--- config.mk ---
export PLATFORM = sky130hd
export DESIGN_NAME = ysyx_25040129_mem_arbiter
export DESIGN_NICKNAME = d
export VERILOG_FILES = /design/src/rtl/ysyx_25040129_mem_arbiter.sv
export SDC_FILE = /design/constraint.sdc
export NUM_CORES = 1
export LEC_CHECK = 0
export BUFFER_PORTS_ARGS = -buffer_cell sky130_fd_sc_hd__buf_2
export CAP_MARGIN = 20
export CORE_AREA = 2 2 186 188
export DETAILED_ROUTE_END_ITERATION = 8
export DIE_AREA = 0 0 188 190
export PLACE_DENSITY = 0.37
export SLEW_MARGIN = 15
export SYNTH_ARGS = -nofsm -noshare
export SYNTH_HDL_FRONTEND = slang
export SYNTH_SLANG_ARGS = --single-unit
--- constraint.sdc ---
create_clock -name clk -period 2.47 [get_ports clk]
set_input_delay 0.247 -clock clk [delete_from_list [all_inputs] [get_ports clk]]
set_output_delay 0.247 -clock clk [all_outputs]
set_load 0.01 [all_outputs]
--- src/rtl/ysyx_25040129_mem_arbiter.sv ---
// ysyx_25040129_mem_arbiter: arbitrates IFU and LSU AXI-lite traffic onto the MMU port,
// one single-beat transaction at a time, with satp latched at grant.
module ysyx_25040129_mem_arbiter #(
    parameter bit RR = 1'b1
) (
    input  logic        clk,
    input  logic        rst,
    input  logic [31:0] satp,
    input  logic [31:0] ifu_araddr,
    input  logic        ifu_arvalid,
    input  logic [2:0]  ifu_arsize,
    output logic        ifu_arready,
    output logic [31:0] ifu_rdata,
    output logic [1:0]  ifu_rresp,
    output logic        ifu_rvalid,
    input  logic        ifu_rready,
    input  logic [31:0] lsu_araddr,
    input  logic        lsu_arvalid,
    input  logic [2:0]  lsu_arsize,
    output logic        lsu_arready,
    output logic [31:0] lsu_rdata,
    output logic [1:0]  lsu_rresp,
    output logic        lsu_rvalid,
    input  logic        lsu_rready,
    input  logic [31:0] lsu_awaddr,
    input  logic        lsu_awvalid,
    output logic        lsu_awready,
    input  logic [31:0] lsu_wdata,
    input  logic [3:0]  lsu_wstrb,
    input  logic        lsu_wvalid,
    output logic        lsu_wready,
    output logic [1:0]  lsu_bresp,
    output logic        lsu_bvalid,
    input  logic        lsu_bready,
    output logic [31:0] m_araddr,
    output logic        m_arvalid,
    output logic [2:0]  m_arsize,
    output logic [7:0]  m_arlen,
    output logic [1:0]  m_arburst,
    output logic [31:0] m_arsatp,
    input  logic        m_arready,
    input  logic [31:0] m_rdata,
    input  logic [1:0]  m_rresp,
    input  logic        m_rvalid,
    input  logic        m_rlast,
    output logic        m_rready,
    output logic [31:0] m_awaddr,
    output logic        m_awvalid,
    output logic [31:0] m_awsatp,
    input  logic        m_awready,
    output logic [31:0] m_wdata,
    output logic [3:0]  m_wstrb,
    output logic        m_wvalid,
    input  logic        m_wready,
    input  logic [1:0]  m_bresp,
    input  logic        m_bvalid,
    output logic        m_bready
);
    typedef enum logic [2:0] {IDLE, IFU_RD, LSU_RD, LSU_WR, LSU_B} state_e;

    state_e      state_q;
    logic [31:0] sat_q;
    logic        last_lsu_q, aw_done_q, w_done_q;
    logic        in_ifu, in_lr, in_wr, in_b;
    logic        lsu_wr_req, lsu_req, grant_ifu;
    logic        aw_now, w_now, b_ok, b_hs, unused;

    assign unused     = m_rlast;
    assign in_ifu     = state_q == IFU_RD;
    assign in_lr      = state_q == LSU_RD;
    assign in_wr      = state_q == LSU_WR;
    assign in_b       = state_q == LSU_B;
    assign lsu_wr_req = lsu_awvalid & lsu_wvalid;
    assign lsu_req    = lsu_wr_req | lsu_arvalid;
    // On a tie the IFU wins only when round-robin is on and the LSU went last.
    assign grant_ifu  = ifu_arvalid & (~lsu_req | (RR & last_lsu_q));

    assign m_araddr  = in_ifu ? ifu_araddr : lsu_araddr;
    assign m_arsize  = in_ifu ? ifu_arsize : lsu_arsize;
    assign m_arvalid = (in_ifu & ifu_arvalid) | (in_lr & lsu_arvalid);
    assign m_arlen   = 8'd0;
    assign m_arburst = 2'b01;
    assign m_arsatp  = sat_q;
    assign m_awsatp  = sat_q;
    assign m_rready  = (in_ifu & ifu_rready) | (in_lr & lsu_rready);

    assign ifu_arready = in_ifu & m_arready;
    assign ifu_rvalid  = in_ifu & m_rvalid;
    assign ifu_rdata   = m_rdata;
    assign ifu_rresp   = m_rresp;
    assign lsu_arready = in_lr & m_arready;
    assign lsu_rvalid  = in_lr & m_rvalid;
    assign lsu_rdata   = m_rdata;
    assign lsu_rresp   = m_rresp;

    assign m_awaddr    = lsu_awaddr;
    assign m_wdata     = lsu_wdata;
    assign m_wstrb     = lsu_wstrb;
    assign m_awvalid   = in_wr & lsu_awvalid & ~aw_done_q;
    assign m_wvalid    = in_wr & lsu_wvalid & ~w_done_q;
    assign lsu_awready = in_wr & m_awready & ~aw_done_q;
    assign lsu_wready  = in_wr & m_wready & ~w_done_q;
    assign aw_now      = aw_done_q | (m_awvalid & m_awready);
    assign w_now       = w_done_q | (m_wvalid & m_wready);
    // The response path opens as soon as both halves are accepted, even mid-LSU_WR.
    assign b_ok        = in_b | (in_wr & aw_now & w_now);
    assign lsu_bvalid  = b_ok & m_bvalid;
    assign lsu_bresp   = m_bresp;
    assign m_bready    = b_ok & lsu_bready;
    assign b_hs        = m_bvalid & m_bready;

    always_ff @(posedge clk) begin
        if (!rst) begin
            state_q    <= IDLE;
            sat_q      <= '0;
            last_lsu_q <= 1'b1;
            aw_done_q  <= 1'b0;
            w_done_q   <= 1'b0;
        end else begin
            case (state_q)
                IDLE: if (ifu_arvalid | lsu_req) begin
                    sat_q      <= satp;
                    last_lsu_q <= ~grant_ifu;
                    state_q    <= grant_ifu ? IFU_RD : (lsu_wr_req ? LSU_WR : LSU_RD);
                end
                IFU_RD, LSU_RD: if (m_rvalid & m_rready) state_q <= IDLE;
                LSU_WR: begin
                    aw_done_q <= aw_now & ~b_hs;
                    w_done_q  <= w_now & ~b_hs;
                    if (aw_now & w_now) state_q <= b_hs ? IDLE : LSU_B;
                end
                LSU_B: if (b_hs) begin
                    state_q   <= IDLE;
                    aw_done_q <= 1'b0;
                    w_done_q  <= 1'b0;
                end
                default: state_q <= IDLE;
            endcase
        end
    end
endmodule

==> results of run 1 <==
## cell families (layout without fill, tap and decap cells)
family,after synthesis,after routing,share of synthesized area [%]
flip-flops,38,38,22.6
AND/OR/NAND/NOR,96,96,13.0
AO/OA/AOI/OAI,54,54,9.00
other,2,11,0.223
multiplexers,36,36,12.0
buffers and inverters,196,242,43.1
## critical path: cells and delay by family, from the launching register on
family        cells  cell delay [ns]
simple gates      2             0.34
buf+inv           2             0.36
flops             1             0.48
mux               1             0.40
## worst max path at each step
| stage | from | to | depth (start not counted) |
|---|---|---|---|
| after floorplan | state_q[2] | m_araddr[10] | 4 |
| after global placement | state_q[0] | m_arsize[1] | 5 |
| after detailed placement | state_q[0] | m_arsize[1] | 5 |
| after CTS | state_q[0] | m_arsize[1] | 5 |
| after global routing | state_q[0] | m_arsize[1] | 5 |
| final | state_q[0] | m_arsize[0] | 5 |
## layer usage
metal	GRT usage, %	wire, µm
met1	6.50	4400
met2	14.3	7720
met3	6.75	2950
met5	0	26
met4	3.00	499
## synth_stat cells, types with 2 or more instances
library cell               count  area, µm²
sky130_fd_sc_hd__a31oi_1       3       18.8
sky130_fd_sc_hd__buf_4       183       1370
sky130_fd_sc_hd__conb_1        2       7.51
sky130_fd_sc_hd__nor3b_1       4       30.0
sky130_fd_sc_hd__a21oi_1      38        190
sky130_fd_sc_hd__mux2_2       33        372
sky130_fd_sc_hd__nand2_1      67        251
sky130_fd_sc_hd__a311oi_1      3       26.3
sky130_fd_sc_hd__and2_1        4       25.0
sky130_fd_sc_hd__clkbuf_1      3       11.3
sky130_fd_sc_hd__and3_1        2       12.5
sky130_fd_sc_hd__mux2_1        2       22.5
sky130_fd_sc_hd__nor2_1        6       22.5
sky130_fd_sc_hd__dfxtp_1      38        761
sky130_fd_sc_hd__a22oi_1       2       15.0
sky130_fd_sc_hd__o21ai_0       3       15.0
sky130_fd_sc_hd__buf_2         5       25.0
sky130_fd_sc_hd__buf_6         3       33.8
sky130_fd_sc_hd__nand2b_1      2       12.5
## registers in the layout, summed over array words and instances, names as in the netlist
register,cells
m_arsatp,32
state_q,3
aw_done_q,1
last_lsu_q,1
w_done_q,1
## power breakdown
group          switching (µW)  total (µW)  internal (µW)
clock                     265         738            473
sequential               61.7         756            695
combinational             533         951            419
total                     859        2450           1590
## through the flow
stage               setup WS [ns]  cell area, µm²  utilization [%]  power (µW)  hold WS (ns)
floorplan                   0.844            3400                -        1650         0.309
global placement            0.590            3710             10.9        1750         0.454
detailed placement          0.604            3710             10.9        1750         0.457
CTS                         0.266            3870             11.4        2520         0.179
global route                0.130            3870             11.4        2620         0.188
finish                      0.311            3880             11.4        2450         0.190
## layout make-up
class                      count  area [µm²]
timing repair buffer         232        1190
sequential                    38         761
tap                          455         569
inverter                       2        7.51
clock buffer                   5         125
multi-input combinational    196        1180
clock inverter                 3        40.0
antenna                        1        2.50
fill                        3956       30100
==> run summary, run 1 <==
The tool flagged a number of max-cap violations equal to 0. For the worst-skew pair, the clock arrives at the later sink with an insertion delay of 0.28 ns. For the overall die area, the log shows 0.0357 mm².

Dividing the detail-routed wire length by the instance count gives 16.7 µm. The number of flip-flops and latches in the synthesized netlist is 38. The class of the tightest hold or removal check is primary input to flip-flop. The worst setup path is of the flip-flop to output pin kind.

At the pin with the least slew margin, the transition time is 0.503 ns. The netlist uses 38 different library cells. The worst register-to-register path has a depth of 6. The post-route netlist has 58.4% of its cells at a drive strength greater than 1.

After synthesis, the share of flip-flops with an asynchronous set or reset is 0%. The first detailed-routing pass ran for 4 iterations. The final route contains 2815 vias. Traced cell by cell, the critical path runs through nand2b_1 > nor2_4 > buf_12 > mux2_2 > buf_2. The top cell types in the final layout, fill and taps aside, are 226 x sky130_fd_sc_hd__buf_2, 67 x sky130_fd_sc_hd__nand2_1, 38 x sky130_fd_sc_hd__a21oi_1, 38 x sky130_fd_sc_hd__dfxtp_1, 33 x sky130_fd_sc_hd__mux2_2.

The tools report the DRC marker count from the first detailed-route iteration as 73. Setup violations remaining at the end of the flow were counted as 0. For this configuration, the core starts out at a cell density of 9.91%.

Synthesis produced a netlist whose cell count is 422. Setup repair after global routing left no endpoint under its margin. The wire length after detailed routing came out at 15.6 mm. Among all flip-flop cells after synthesis, the most frequent one is sky130_fd_sc_hd__dfxtp_1. Post-CTS timing repair inserted 0 buffers for setup. The largest single stage delay on the critical path is 0.48 ns.

The max-slew violation total from the final report was 0. The run gives 0.00183 µW as the leakage component of the power. The worst register-to-register path begins at state_q[1]. After global routing the overflow that remains totals 0. For this run, the register share of the synthesized area comes to 22.6%. The number of global-route vias before repair is 2559.

The worst register-to-register path ends at m_arsatp[2]. Setup total negative slack on the finished layout was measured at 0 ns. The minimum setup slack among reg-to-reg paths is 0.74 ns. After detailed routing, the number of remaining DRC violations is 0. In the final design database the tool counted 696 nets. The vias per cell is 3.02, and the number of ports placed on the die boundary is 480. Once detail routing completed, the nets flagged for antenna violations numbered 0.

The number of antenna violations at the first check in global routing is 2, and the total clock buffers created by CTS is 5. At the worst endpoint, the required time is 2.22 ns. The count of instances resized after the clock tree is built was 0. The cell at the root of the clock tree is sky130_fd_sc_hd__clkbuf_16. The run gives 0 as the count of hold buffers inserted by post-cts repair. Counting tap cells, the placed design contains a total of 923 instances. The areal power density over the cells works out to 631 mW/mm². The deepest level of the CTS H-tree is 2. The final weighted congestion of routability-driven global placement was 0.840.

Summed over all nets, the half-perimeter wirelength after detailed placement is 13.8 mm. Data on the critical path arrives at its endpoint at 1.91 ns. Of all nets on the critical path, the largest fanout is 37. Entering global routing, the biggest net connects 38 pins.

STA classifies the critical path startpoint as a flip-flop. In this run, synthesis inferred 0 flip-flops with an integrated enable. Cell count of the worst hold path: 2.

The worst setup path is captured at an output pin. In this run the most critical hold path is launched from rst. The core region is 0.0339 mm². Subtracting the final worst setup slack from the clock period gives 2.16 ns.

The clock passes through at most 2 buffers. The layout-stage area growth over the synthesis result is 15.2%. The library cell used most frequently in the layout, excluding fill and tap cells, is sky130_fd_sc_hd__buf_2. The number of sinks driven by the clock tree is 38, and the count of non-filler cells in the finished layout is 932. The maximum vdd drop is 0.223 mV. The path with the worst hold slack has its endpoint at last_lsu_q. The number of I/O port buffers was 226; the upper clock frequency limit was 463 MHz. The final worst-path cycle share works out to 87.4%. The global-route wire length before repair came out at 19.9 mm. After clock tree synthesis, the clock-pin slew on the worst setup and hold paths is 0.06 ns.

The number of failing hold endpoints at the final stage is 0, and the horizontal die dimension is 188 µm. The die height was 190 µm; the floorplan row count was 68. The average instance in the mapped netlist occupies 7.98 µm². The flow ran to the end, and the final reports show no timing, DRC or antenna violations. The run gives 0.00413 ns as the worst clock skew. Among all stages on the critical path, the largest delay is contributed by sky130_fd_sc_hd__dfxtp_1.

The run gives 0 as the number of warnings issued by yosys. Summing every instance area after synthesis gives 0.00337 mm². Global routing used 8.07% of the available tracks. Measured against its own limit, the worst slew margin works out to 66.3%. TritonCTS built the clock tree.
Note: power is estimated with default switching activity, not from simulation.
==> inputs of run 2 (changes only) <==
- MAX_ROUTING_LAYER: not set -> met4
==> run summary, run 2 (synthesis gave the netlist of run 1 again) <==
The run finished with clean final reports. The number of ports placed on the die boundary is 480. STA classifies the critical path endpoint as an output pin.

The upper clock frequency limit was 464 MHz. The launch instance of the worst min-delay path is rst. The run gives 38 as the number of sinks driven by the clock tree. The total overflow left after global routing is 0. The count of hold buffers inserted by post-cts repair was 0; the number of global-route vias before repair was 2561. The clock-pin transition on the worst setup and hold timing paths is 0.06 ns, and the placed wire-length estimate after detailed placement is 13.8 mm. TritonCTS built the clock tree. At the end of the flow, the number of nets in the layout was 696.

The logic depth of the worst register-to-register path was 6; the deepest level of the CTS H-tree was 2. The finished cells cover 0.00388 mm². Power spread over the standard cell area amounts to 628 mW/mm². In this run the critical register-to-register path is launched from state_q[1].

The worst clock skew came out at 0.00384 ns. Together, buffers and inverters on the worst path number 2. Prior to clock tree synthesis, the placed netlist has a worst setup slack of 0.604 ns.

For this design, the slowest cell found on the critical path is sky130_fd_sc_hd__dfxtp_1. The initialized floorplan defines 68 standard-cell rows. The run gives 0 ns as the final total negative setup slack. The worst path uses 87.2% of the clock period. The run gives 2 as the number of antenna violations at the first check in global routing. The global router's overall resource usage came out at 8.31%. Dividing the detail-routed via count by the number of cells gives 2.98. For hold timing, the worst endpoint is last_lsu_q. The class of the tightest hold or removal check was primary input to flip-flop. Once the clock tree was built, the setup fixing pass inserted 0 buffers.

The critical path in this run is classified as flip-flop to output pin. Traced cell by cell, the critical path runs through nand2b_1 > nor2_4 > buf_12 > mux2_2 > buf_2. The worst register-to-register path ends at m_arsatp[2]. The number of failing hold endpoints at the final stage is 0, and the final weighted congestion of routability-driven global placement is 0.853. Data on the critical path arrives at its endpoint at 1.91 ns. The tree is rooted in a sky130_fd_sc_hd__clkbuf_16.

The total number of vias was 2786. Measured along the y axis, the die boundary spans 190 µm. The run gives 2 as the maximum clock path buffer count.

For this run, the detailed router's first-pass iteration total came to 4. In this run the worst path has a maximum fanout of 37. The cell count of the worst hold path came out at 2. Entering global routing, the biggest net connects 38 pins. The cell family contributing the most delay on the critical path is flip-flops. In the final routed layout, each cell accounts on average for 16.6 µm. In the final layout, the share of cells above drive strength 1 is 58.4%. The tools report the leakage component of the power as 0.00183 µW. Leaving out fill and tap cells, the most frequent cell in the layout is sky130_fd_sc_hd__buf_2. The flip-flop count of the largest register after layout was 32. The instance area after placement was 0.00371 mm²; the maximum vdd drop was 0.222 mV. Measured along the x axis, the die boundary spans 188 µm. The clock reaches the later pin of the worst-skew pair after 0.28 ns.

The final critical-path setup slack was 0.317 ns. The tools report the required time of the worst setup path as 2.22 ns. The layout-stage area growth over the synthesis result was 15.4%; the DRC violation count after routing was 0.

TritonCTS created 5 clock buffers. Category of the worst setup path launch point: a flip-flop. The max-capacitance violation count is 0. The initial cell density of the core is 9.91%.

The global-route wire length before repair was 20.0 mm; the number of I/O port buffers was 226. The run gives 0 as the max-slew violation total from the final report. Cells fill 11.4% of the core in the end. Setup violations remaining at the end of the flow were counted as 0. After the first detailed-routing iteration, the DRC count stood at 90.

Post-CTS repair changed the size of 0 cells. The core region is 0.0339 mm². The routed design could run at a clock period as short as 2.15 ns. Wires add up to 15.6 mm. The setup check on the worst reg-to-reg path leaves a slack of 0.74 ns.

In this design, the stage delay of the slowest critical-path cell is 0.47 ns. The count of nets left with antenna violations once routing finished came out at 0. The top cell types in the final layout, fill and taps aside, are 226 x sky130_fd_sc_hd__buf_2, 67 x sky130_fd_sc_hd__nand2_1, 38 x sky130_fd_sc_hd__a21oi_1, 38 x sky130_fd_sc_hd__dfxtp_1, 33 x sky130_fd_sc_hd__mux2_2. Setup repair after global routing left no endpoint under its margin. The floorplan step defined a die boundary enclosing 0.0357 mm².
-- run 2: stage by stage --
stage               total power [µW]  std cells  hold WS [ns]
floorplan                       1650        430         0.309
global placement                1750        923         0.454
detailed placement              1750        923         0.457
CTS                             2520        931         0.179
global route                    2620        933         0.188
finish                          2440        935         0.186
-- run 2: worst max path at each step --
stage	cells after the start	slack, ns	to	from
5_1_grt	5	0.13	m_arsize[1]	state_q[0]
6_report	5	0.32	m_arsize[0]	state_q[0]
3_3_place_gp	5	0.59	m_arsize[1]	state_q[0]
2_1_floorplan	4	0.84	m_araddr[10]	state_q[2]
4_1_cts	5	0.27	m_arsize[1]	state_q[0]
3_5_place_dp	5	0.60	m_arsize[1]	state_q[0]
-- run 2: area by class of cell --
class	count	area, µm²
Fill cell	3953	30100
Timing Repair Buffer	232	1190
Multi-Input combinational cell	196	1180
Sequential cell	38	761
Tap cell	455	569
Clock buffer	5	125
Clock inverter	3	40.0
Antenna cell	4	10.0
Inverter	2	7.51
-- run 2: layer usage --
layer	vias to the layer above	share of wire, %	global-route usage (%)
li1	1295	-	-
met1	1183	28	6.44
met2	293	50	14.3
met3	15	19	6.83
met4	0	2.5	2.91
met5	-	0	-
-- run 2: power by group --
part	switching, µW	internal, µW
Clock	261	473
Sequential	61.8	695
Combinational	532	419
==> inputs of run 3 (changes only) <==
- CORE_AREA: 2 2 186 188 -> 2 2 185 187
- DIE_AREA: 0 0 188 190 -> 0 0 187 189
- PLACE_DENSITY: 0.37 -> 0.39
- clock period: 2.47 -> 1.9 ns (I/O delays scaled with it)
==> run summary, run 3 (synthesis gave the netlist of run 1 again) <==
The number of antenna violations at the first check in global routing is 2. Signal routing reaches up to met4. Of the total power, the share spent switching nets is 34.9%.

VDD sags by at most 0.271 mV. The final critical-path setup slack was -0.00360 ns; the layout-stage area growth over the synthesis result was 32.8%. The logs give 0.124 ns for the worst hold slack across all endpoints and 0 for the DRC violation count after routing. For this run, the top clock speed supported by timing is 525 MHz. The run gives 8.13% as the global router's overall resource usage.

From bottom edge to top edge, the die measures 189 µm. After clock tree synthesis, the clock-pin slew on the worst setup and hold paths is 0.06 ns. The worst setup path is launched from a flip-flop. The final worst-path cycle share came out at 100%. Counting the buffers created by CTS gives 5. The count of hold buffers inserted by post-cts repair was 0; the global-route wire length before repair was 19.7 mm. The logs give 480 for the number of ports placed on the die boundary and 67 for the floorplan row count.

The placeable core area was 0.0333 mm²; the flip-flop count of the largest register after layout was 32. Of the total power, the clock network draws 24.2%. In the final routed layout, each cell accounts on average for 16.9 µm. The areal power density over the cells is 787 mW/mm². The launch instance of the worst min-delay path was rst. Summed over all layers, the global routing overflow is 0. The delay of the slowest critical-path stage was 0.35 ns; the combinational fraction of design power was 47.9%. The DRC marker count from the first detailed-route iteration was 41; the number of nets with antenna violations after detailed routing was 0. On the critical path, the stage with the largest delay is an instance of sky130_fd_sc_hd__dfxtp_4.

The routed design uses 2.82 mm of met3 wire. The post-route minimum period is 1.90 ns. The die covers 0.0353 mm².

The worst clock skew came out at 0.00614 ns. Clock tree synthesis found a total of 38 sinks. The critical path class is flip-flop to output pin. For this design the static power due to leakage is 0.00214 µW.

In this run the power spent charging and discharging nets is 1230 µW. Walking the worst path, the cells encountered are nand2b_4 > nor2_4 > buf_12 > clkbuf_16 > mux2_4 > buf_6. The logs give 0 for the number of failing hold endpoints at the final stage and 27.9% for the share of power burned in registers. The detailed router put a total of 5.18 mm of wire on met1. The max-capacitance violation count is 0.

The run gives 2 as the deepest level of the CTS H-tree. The internal power of the cells totals 2290 µW. The critical-path maximum fanout is 8.

TritonCTS built the clock tree. The checks that failed: negative setup slack. The number of nets in the layout is 710.

Placed wire-length estimate after detailed placement: 12.7 mm. The tree is rooted in a sky130_fd_sc_hd__clkbuf_16. The run gives 10.1% as the initial cell density of the core. The class of the tightest hold or removal check was primary input to flip-flop. Wire segments on met2 add up to 7.67 mm in the final route. The tools report the final core utilization as 13.4%. The number of endpoints failing setup at the final stage is 1. For the number of optimization iterations in the first detailed-route pass, the log shows 4. Startpoint of the worst-slack reg-to-reg timing path: state_q[2]. For the worst setup path, the data required time is 1.71 ns. Number of I/O port buffers: 226. The max-slew violation total from the final report is 0, and the horizontal die dimension is 187 µm. Kind of capture point of the worst setup path: an output pin. Counting along the longest clock path gives a buffer depth of 2. Setup repair after global routing could not meet its margin everywhere.

In the final layout, the share of cells above drive strength 1 is 61.6%. The library cell used most frequently in the layout, excluding fill and tap cells, is sky130_fd_sc_hd__buf_2. The critical path starts at state_q[2]. Leaving out fill and tap cells, the most frequent cells in the layout are 196 x sky130_fd_sc_hd__buf_2, 67 x sky130_fd_sc_hd__nand2_1, 38 x sky130_fd_sc_hd__a21oi_1, 35 x sky130_fd_sc_hd__mux2_4, 35 x sky130_fd_sc_hd__dfxtp_1. The flow ran to the end, but the final reports show violations. The tools report the largest net degree at the start of global routing as 33.

The later pin in the worst-skew pair is clocked with a latency of 0.29 ns. Final weighted congestion of routability-driven global placement: 0.786. The tools report the wire length after detailed routing as 15.9 mm. The vias per cell is 3.08, and the pre-CTS worst setup slack is 0.188 ns. Data on the critical path arrives at its endpoint at 1.71 ns. For the number of global-route vias before repair, the log shows 2602. Detailed routing inserted a total of 2902 vias.
[run 3: cell count changes in the layout (fill, tap and decap cells not counted), sizes merged]
cell    previous run  this run
diode              4         3
clkinv             3         2
buf              232       242
clkbuf             5        11
bufinv             1         0
[run 3: area by class of cell]
type | instances | area [µm²]
multi-input cells | 196 | 1360
clock buffers | 7 | 143
well taps | 448 | 561
diodes | 3 | 7.51
clock inverters | 1 | 5.00
fillers | 3846 | 28800
repair buffers | 246 | 1610
flip-flops and latches | 38 | 769
inverters | 2 | 7.51
[run 3: stage by stage]
stage	power [µW]	area [µm²]	setup TNS [ns]	instances
after floorplan	2140	3400	0	430
after global placement	2310	3760	0	920
after detailed placement	2320	3760	0	920
after CTS	3310	4020	-1.09	930
after global routing	3760	4470	-0.670	940
final	3520	4470	-0.00360	941
[run 3: power groups by stage]
stage	combinational (µW)	clock, µW	sequential, µW
after detailed placement	1320	0	998
after global placement	1320	0	993
after floorplan	1110	0	1030
final	1680	850	981
after global routing	1820	940	1000
after CTS	1420	905	983
[run 3: layer usage]
layer / vias up / GRT usage [%]
met4: 0 / 1.95
met3: 17 / 6.51
li1: 1324 / -
met5: - / -
met1: 1242 / 7.38
met2: 319 / 13.2
[run 3: worst paths after layout]
check | end | slack, ns | depth (start not counted)
worst min-delay path | last_lsu_q | 0.12 | 2
worst max-delay path | m_araddr[12] | -0.004 | 6
worst max register to register | m_arsatp[9] | 0.13 | 7
worst min register to register | m_arsatp[28] | 0.46 | 2
[run 3: critical path, delay by kind of cell, from the launching register on]
kind | cells | cell delay, ns
buffers and inverters | 3 | 0.46
DFF | 1 | 0.35
muxes | 1 | 0.33
and+or+nand+nor | 2 | 0.26
[run 3: repair_timing]
action,in CTS,in global routing
setup endpoints to repair,39,39
pin swaps,2,4
gates resized for setup,20,65
buffers inserted,1,3
cloned,1,6
